[src/rtl/alu_issue_stage.sv]
// ID/EX stage in front of the ALU: decodes ALUCtrl, resolves MEM/WB forwarding,
// picks the B operand and registers the result behind a valid/ready handshake.
module alu_issue_stage #(
  parameter int XLEN = 32,
  parameter int RA_W = 5
) (
  input  logic            clk,
  input  logic            rst,
  input  logic            flush,
  input  logic            in_valid,
  output logic            in_ready,
  input  logic [1:0]      alu_op,
  input  logic [2:0]      funct3,
  input  logic            funct7_5,
  input  logic [RA_W-1:0] rs1_addr,
  input  logic [RA_W-1:0] rs2_addr,
  input  logic [RA_W-1:0] rd_addr,
  input  logic [XLEN-1:0] rs1_data,
  input  logic [XLEN-1:0] rs2_data,
  input  logic [XLEN-1:0] imm,
  input  logic            use_imm,
  input  logic            reg_write,
  input  logic            fwd_mem_we,
  input  logic            fwd_wb_we,
  input  logic [RA_W-1:0] fwd_mem_rd,
  input  logic [RA_W-1:0] fwd_wb_rd,
  input  logic [XLEN-1:0] fwd_mem_data,
  input  logic [XLEN-1:0] fwd_wb_data,
  output logic            out_valid,
  input  logic            out_ready,
  output logic [XLEN-1:0] A,
  output logic [XLEN-1:0] B,
  output logic [3:0]      ALUCtrl,
  output logic [XLEN-1:0] store_data,
  output logic [RA_W-1:0] out_rd,
  output logic            out_reg_write,
  output logic            out_illegal
);
  localparam logic [3:0] CTRL_AND = 4'b0000;
  localparam logic [3:0] CTRL_OR  = 4'b0001;
  localparam logic [3:0] CTRL_ADD = 4'b0010;
  localparam logic [3:0] CTRL_SUB = 4'b0110;
  localparam logic [3:0] CTRL_SLT = 4'b0111;

  typedef struct packed {
    logic [XLEN-1:0] a;
    logic [XLEN-1:0] b;
    logic [XLEN-1:0] sd;
    logic [3:0]      ctrl;
    logic [RA_W-1:0] rd;
    logic            rw;
    logic            ill;
  } res_t;

  res_t            res_d, res_q;
  logic            vld_q;
  logic            xfer;
  logic [XLEN-1:0] op1, op2;
  logic [3:0]      ctrl;
  logic            ill;

  // MEM wins over WB; x0 is hardwired and never forwarded.
  function automatic logic [XLEN-1:0] fwd_sel(
    input logic [RA_W-1:0] addr,   input logic [XLEN-1:0] rf,
    input logic            mem_we, input logic [RA_W-1:0] mem_rd, input logic [XLEN-1:0] mem_d,
    input logic            wb_we,  input logic [RA_W-1:0] wb_rd,  input logic [XLEN-1:0] wb_d);
    if (addr == '0)                        return rf;
    else if (mem_we && (mem_rd == addr))   return mem_d;
    else if (wb_we && (wb_rd == addr))     return wb_d;
    else                                   return rf;
  endfunction

  assign op1 = fwd_sel(rs1_addr, rs1_data, fwd_mem_we, fwd_mem_rd, fwd_mem_data,
                       fwd_wb_we, fwd_wb_rd, fwd_wb_data);
  assign op2 = fwd_sel(rs2_addr, rs2_data, fwd_mem_we, fwd_mem_rd, fwd_mem_data,
                       fwd_wb_we, fwd_wb_rd, fwd_wb_data);

  always_comb begin
    ctrl = CTRL_ADD;
    ill  = 1'b0;
    case (alu_op)
      2'b00: ctrl = CTRL_ADD;
      2'b01: ctrl = CTRL_SUB;
      default: begin
        // funct7_5 only selects SUB for R-type; I-type has no SUBI.
        case (funct3)
          3'b000:  ctrl = ((alu_op == 2'b10) && funct7_5) ? CTRL_SUB : CTRL_ADD;
          3'b111:  ctrl = CTRL_AND;
          3'b110:  ctrl = CTRL_OR;
          3'b010:  ctrl = CTRL_SLT;
          default: ill  = 1'b1;
        endcase
      end
    endcase
  end

  always_comb begin
    res_d.a    = op1;
    res_d.b    = use_imm ? imm : op2;
    res_d.sd   = op2;
    res_d.ctrl = ctrl;
    res_d.rd   = rd_addr;
    res_d.rw   = reg_write & ~ill & (rd_addr != '0);
    res_d.ill  = ill;
  end

  assign in_ready = (~vld_q | out_ready) & ~flush;
  assign xfer     = in_valid & in_ready;

  always_ff @(posedge clk or posedge rst) begin
    if (rst) begin
      vld_q <= 1'b0;
      res_q <= '0;
    end else if (flush) begin
      vld_q    <= 1'b0;
      res_q.rw <= 1'b0;
    end else if (xfer) begin
      vld_q <= 1'b1;
      res_q <= res_d;
    end else if (out_ready) begin
      vld_q <= 1'b0;
    end
  end

  assign out_valid     = vld_q;
  assign A             = res_q.a;
  assign B             = res_q.b;
  assign store_data    = res_q.sd;
  assign ALUCtrl       = res_q.ctrl;
  assign out_rd        = res_q.rd;
  assign out_reg_write = res_q.rw;
  assign out_illegal   = res_q.ill;
endmodule

[config.mk]
export PLATFORM = sky130hd
export DESIGN_NAME = alu_issue_stage
export DESIGN_NICKNAME = d
export VERILOG_FILES = /design/src/rtl/alu_issue_stage.sv
export SDC_FILE = /design/constraint.sdc
export NUM_CORES = 1
export LEC_CHECK = 0
export ABC_AREA = 1
export ABC_CLOCK_PERIOD_IN_PS = 5040
export CAP_MARGIN = 10
export CORE_MARGIN = 4
export CORE_UTILIZATION = 37
export CTS_CLUSTER_SIZE = 10
export DETAILED_ROUTE_END_ITERATION = 12
export PLACE_DENSITY_LB_ADDON = 0.08
export SLEW_MARGIN = 25
export SYNTH_ARGS = -nofsm -noshare
export SYNTH_HDL_FRONTEND = slang
export SYNTH_SLANG_ARGS = --single-unit
[constraint.sdc]
create_clock -name clk -period 5.04 [get_ports clk]
set_clock_uncertainty 0.15 [all_clocks]
set_input_delay 1.008 -clock clk [delete_from_list [all_inputs] [get_ports clk]]
set_output_delay 1.008 -clock clk [all_outputs]
set_load 0.01 [all_outputs]
==> metrics.txt <==
CTS Buf Count=9; synthesis-stage register bit count=107; initial DRC count=464; Core Region=18,900 um^2; status=completed; fin nets=1,658; Yosys cell types=30; GRT Overall Usage=24.2%; CTS sink cnt=107; Cell Rows=50; Post-CTS Hold Buffers=0; Slew Viols, Final=0; residual DRC count=0; Synth Area in Compound Gates=3.75%; Slew Limit Headroom=38.5%; Period Utilization, post-route=69.8%; Setup WS post-layout=1520 ps; synth cell count leaders=541 x nand2_1, 152 x inv_1, 152 x nor2_1, 107 x dfrtp_1, 40 x nand3_1; final antenna-violating net count=0; Clock Tree Buf Depth=2; routed len/inst=15.6 um; leading area contributor after synthesis=dfrtp_1; CTS resizes=0; Worst Tran Pin Value=922 ps; XOR/XNOR Fraction of Synth Area=0%; Post-synth EDFFs=0; layout cell share with drive strength beyond 1=3.55%; vias in the first global route=7,873; slowest library cell on the worst path=clkdlybuf4s50_1; Critical Path Fanout Max=2; DIE AREA=21,800 um^2; proportion of synthesized area in mux cells=0%; top-count cell post-synth=nand2_1; fin util=56.6%; min-delay worst type=reg2reg; fraction of the mapped netlist area in adder cells=0%; Pwr Density=253 nW/um^2; io pins=309; WL final=26,800 um; Post-DP Area=10,400 um^2; Final setup violation count=0; worst hold slack=329 ps; TritonCTS clock tree=done; GP Congestion=0.933; largest net degree at the start of global routing=98; synth warn=0; drt pass-1 iters=5; Post-DP HPWL=20,100 um; Final Hold Fails=0; Syn Nets=1,391; clock-pin slew on the worst setup and hold paths=70 ps; vias post-DR=8,050; CP Launch Point=out_ready; final instance area=10,700 um^2; initial core utilization=38.1%; number of antenna violations at the first check in global routing=2; Die Ht=147 um; average cell area after synthesis=6.04 um^2; Port Buffers=307; worst setup path class=in2out; post-synthesis async set-or-reset flop share=100%; Post-Synth Simple-Gate Area=46.2%; latest clock arrival within the worst-skew pair=350 ps; Cell Area, Synth=7200 um^2; global route overflow=0; Peak supply drop=0.151 mV; routed vias/inst=4.67; setup TNS=0 ps; static leakage=5.75 nW; Mapped Cells=1,191; Synth area leaders=dfrtp_1 37%, nand2_1 28%, inv_1 7.9%; postcts setup bufs=0; CP Launch Type=primary input; max incr delay on CP=580 ps; top cell type's share of synthesized area=37.2%; fin crit period=3520 ps; Critical Path End Type=primary output; fmax=284 MHz; first-pass GRT wire length=41,800 um; max-cap violations=0; Place WS=1420 ps; sequential share of the synthesized area=37.2%; P&R area growth vs syn=48.6%; Die X=147 um; Root Driver=clkbuf_16; largest family of logic cells by synthesized area=simple AND/OR/NAND/NOR gates; Hold Startpoint=B[30]$_DFFE_PP0P_; critical path data arrival time=2360 ps; CP cell instances=clkdlybuf4s50_1 > inv_1 > nand2_1 > inv_1 > nor2_1 > clkdlybuf4s50_1; Required @ worst endpoint=3880 ps; RSZ-0062 raised after global routing=no; Post-synth top flop=dfrtp_1; H-tree Lvls=3; reg2reg start=out_valid$_DFFE_PP0P_
routing by layer:
layer / GRT usage, % / routed length (um) / up-vias
met4: 8.43 / 820 / 2
met5: 0 / 13 / -
met2: 42.3 / 13000 / 275
li1: - / - / 4110
met3: 6.25 / 2200 / 43
met1: 28.9 / 10800 / 3620
worst max-delay path, delay by kind of cell:
kind / cells / cell delay [ps]
buffers and inverters: 4 / 1110
and+or+nand+nor: 2 / 230
state kept, by name (all words and copies together) (netlist names):
register	cells
A	32
B	32
store_data	32
out_rd	5
ALUCtrl	3
out_illegal	1
out_reg_write	1
out_valid	1
cell type report:
type	count	area (um^2)
Antenna cell	1	2.50
Clock buffer	10	229
Clock inverter	6	55.1
Fill cell	1976	8200
Inverter	161	607
Multi-Input combinational cell	857	3610
Sequential cell	107	2680
Tap cell	260	325
Timing Repair Buffer	322	3190
logic make-up after synthesis:
logic type,Yosys count
compound gates,51
buf+inv,227
flops,107
other cells,1
simple gates,805
power breakdown:
part           total, mW  internal, mW  switching [mW]
clock network      0.712         0.347           0.365
logic              0.926         0.491           0.434
registers           1.07         0.994          0.0766
metrics by stage:
stage / instances / total power, mW
finish: 1724 / 2.71
global route: 1724 / 2.87
CTS: 1723 / 2.75
detailed placement: 1707 / 2.02
global placement: 1707 / 2.01
floorplan: 1191 / 1.46
worst paths after layout:
path | end | slack (ps) | cells past startpoint
worst max-delay path | in_ready | 1520 | 6
worst min-delay path | B[30]$_DFFE_PP0P_ | 330 | 2
worst max register to register | B[19]$_DFFE_PP0P_ | 2720 | 8
worst min register to register | B[30]$_DFFE_PP0P_ | 330 | 2
max in group asynchronous | store_data[29]$_DFFE_PP0P_ | 2840 | 3
min in group asynchronous | B[3]$_DFFE_PP0P_ | 1030 | 2
placed cells by master (no fill, tap or decap):
master	n
nand4_1	31
nand3_2	2
clkinv_4	1
a21oi_2	1
nor4_4	1
o41ai_1	1
diode_2	1
nor2_2	3
inv_8	2
o31ai_1	1
buf_4	15
nor4_2	1
clkbuf_1	1
dfrtp_1	107
nand2_1	540
o21ai_0	12
nand2_2	1
nand3b_1	31
nor2_1	151
nand3_1	39
inv_6	1
clkbuf_16	9
conb_1	1
or2_2	1
o22ai_1	1
a21oi_1	6
o311ai_0	1
o21ai_1	28
clkinvlp_4	2
nor3_4	1
inv_2	9
nand2_4	1
inv_1	151
nor3_1	2
clkdlybuf4s50_1	307
inv_4	1
Power figures use the tool's default switching activity.
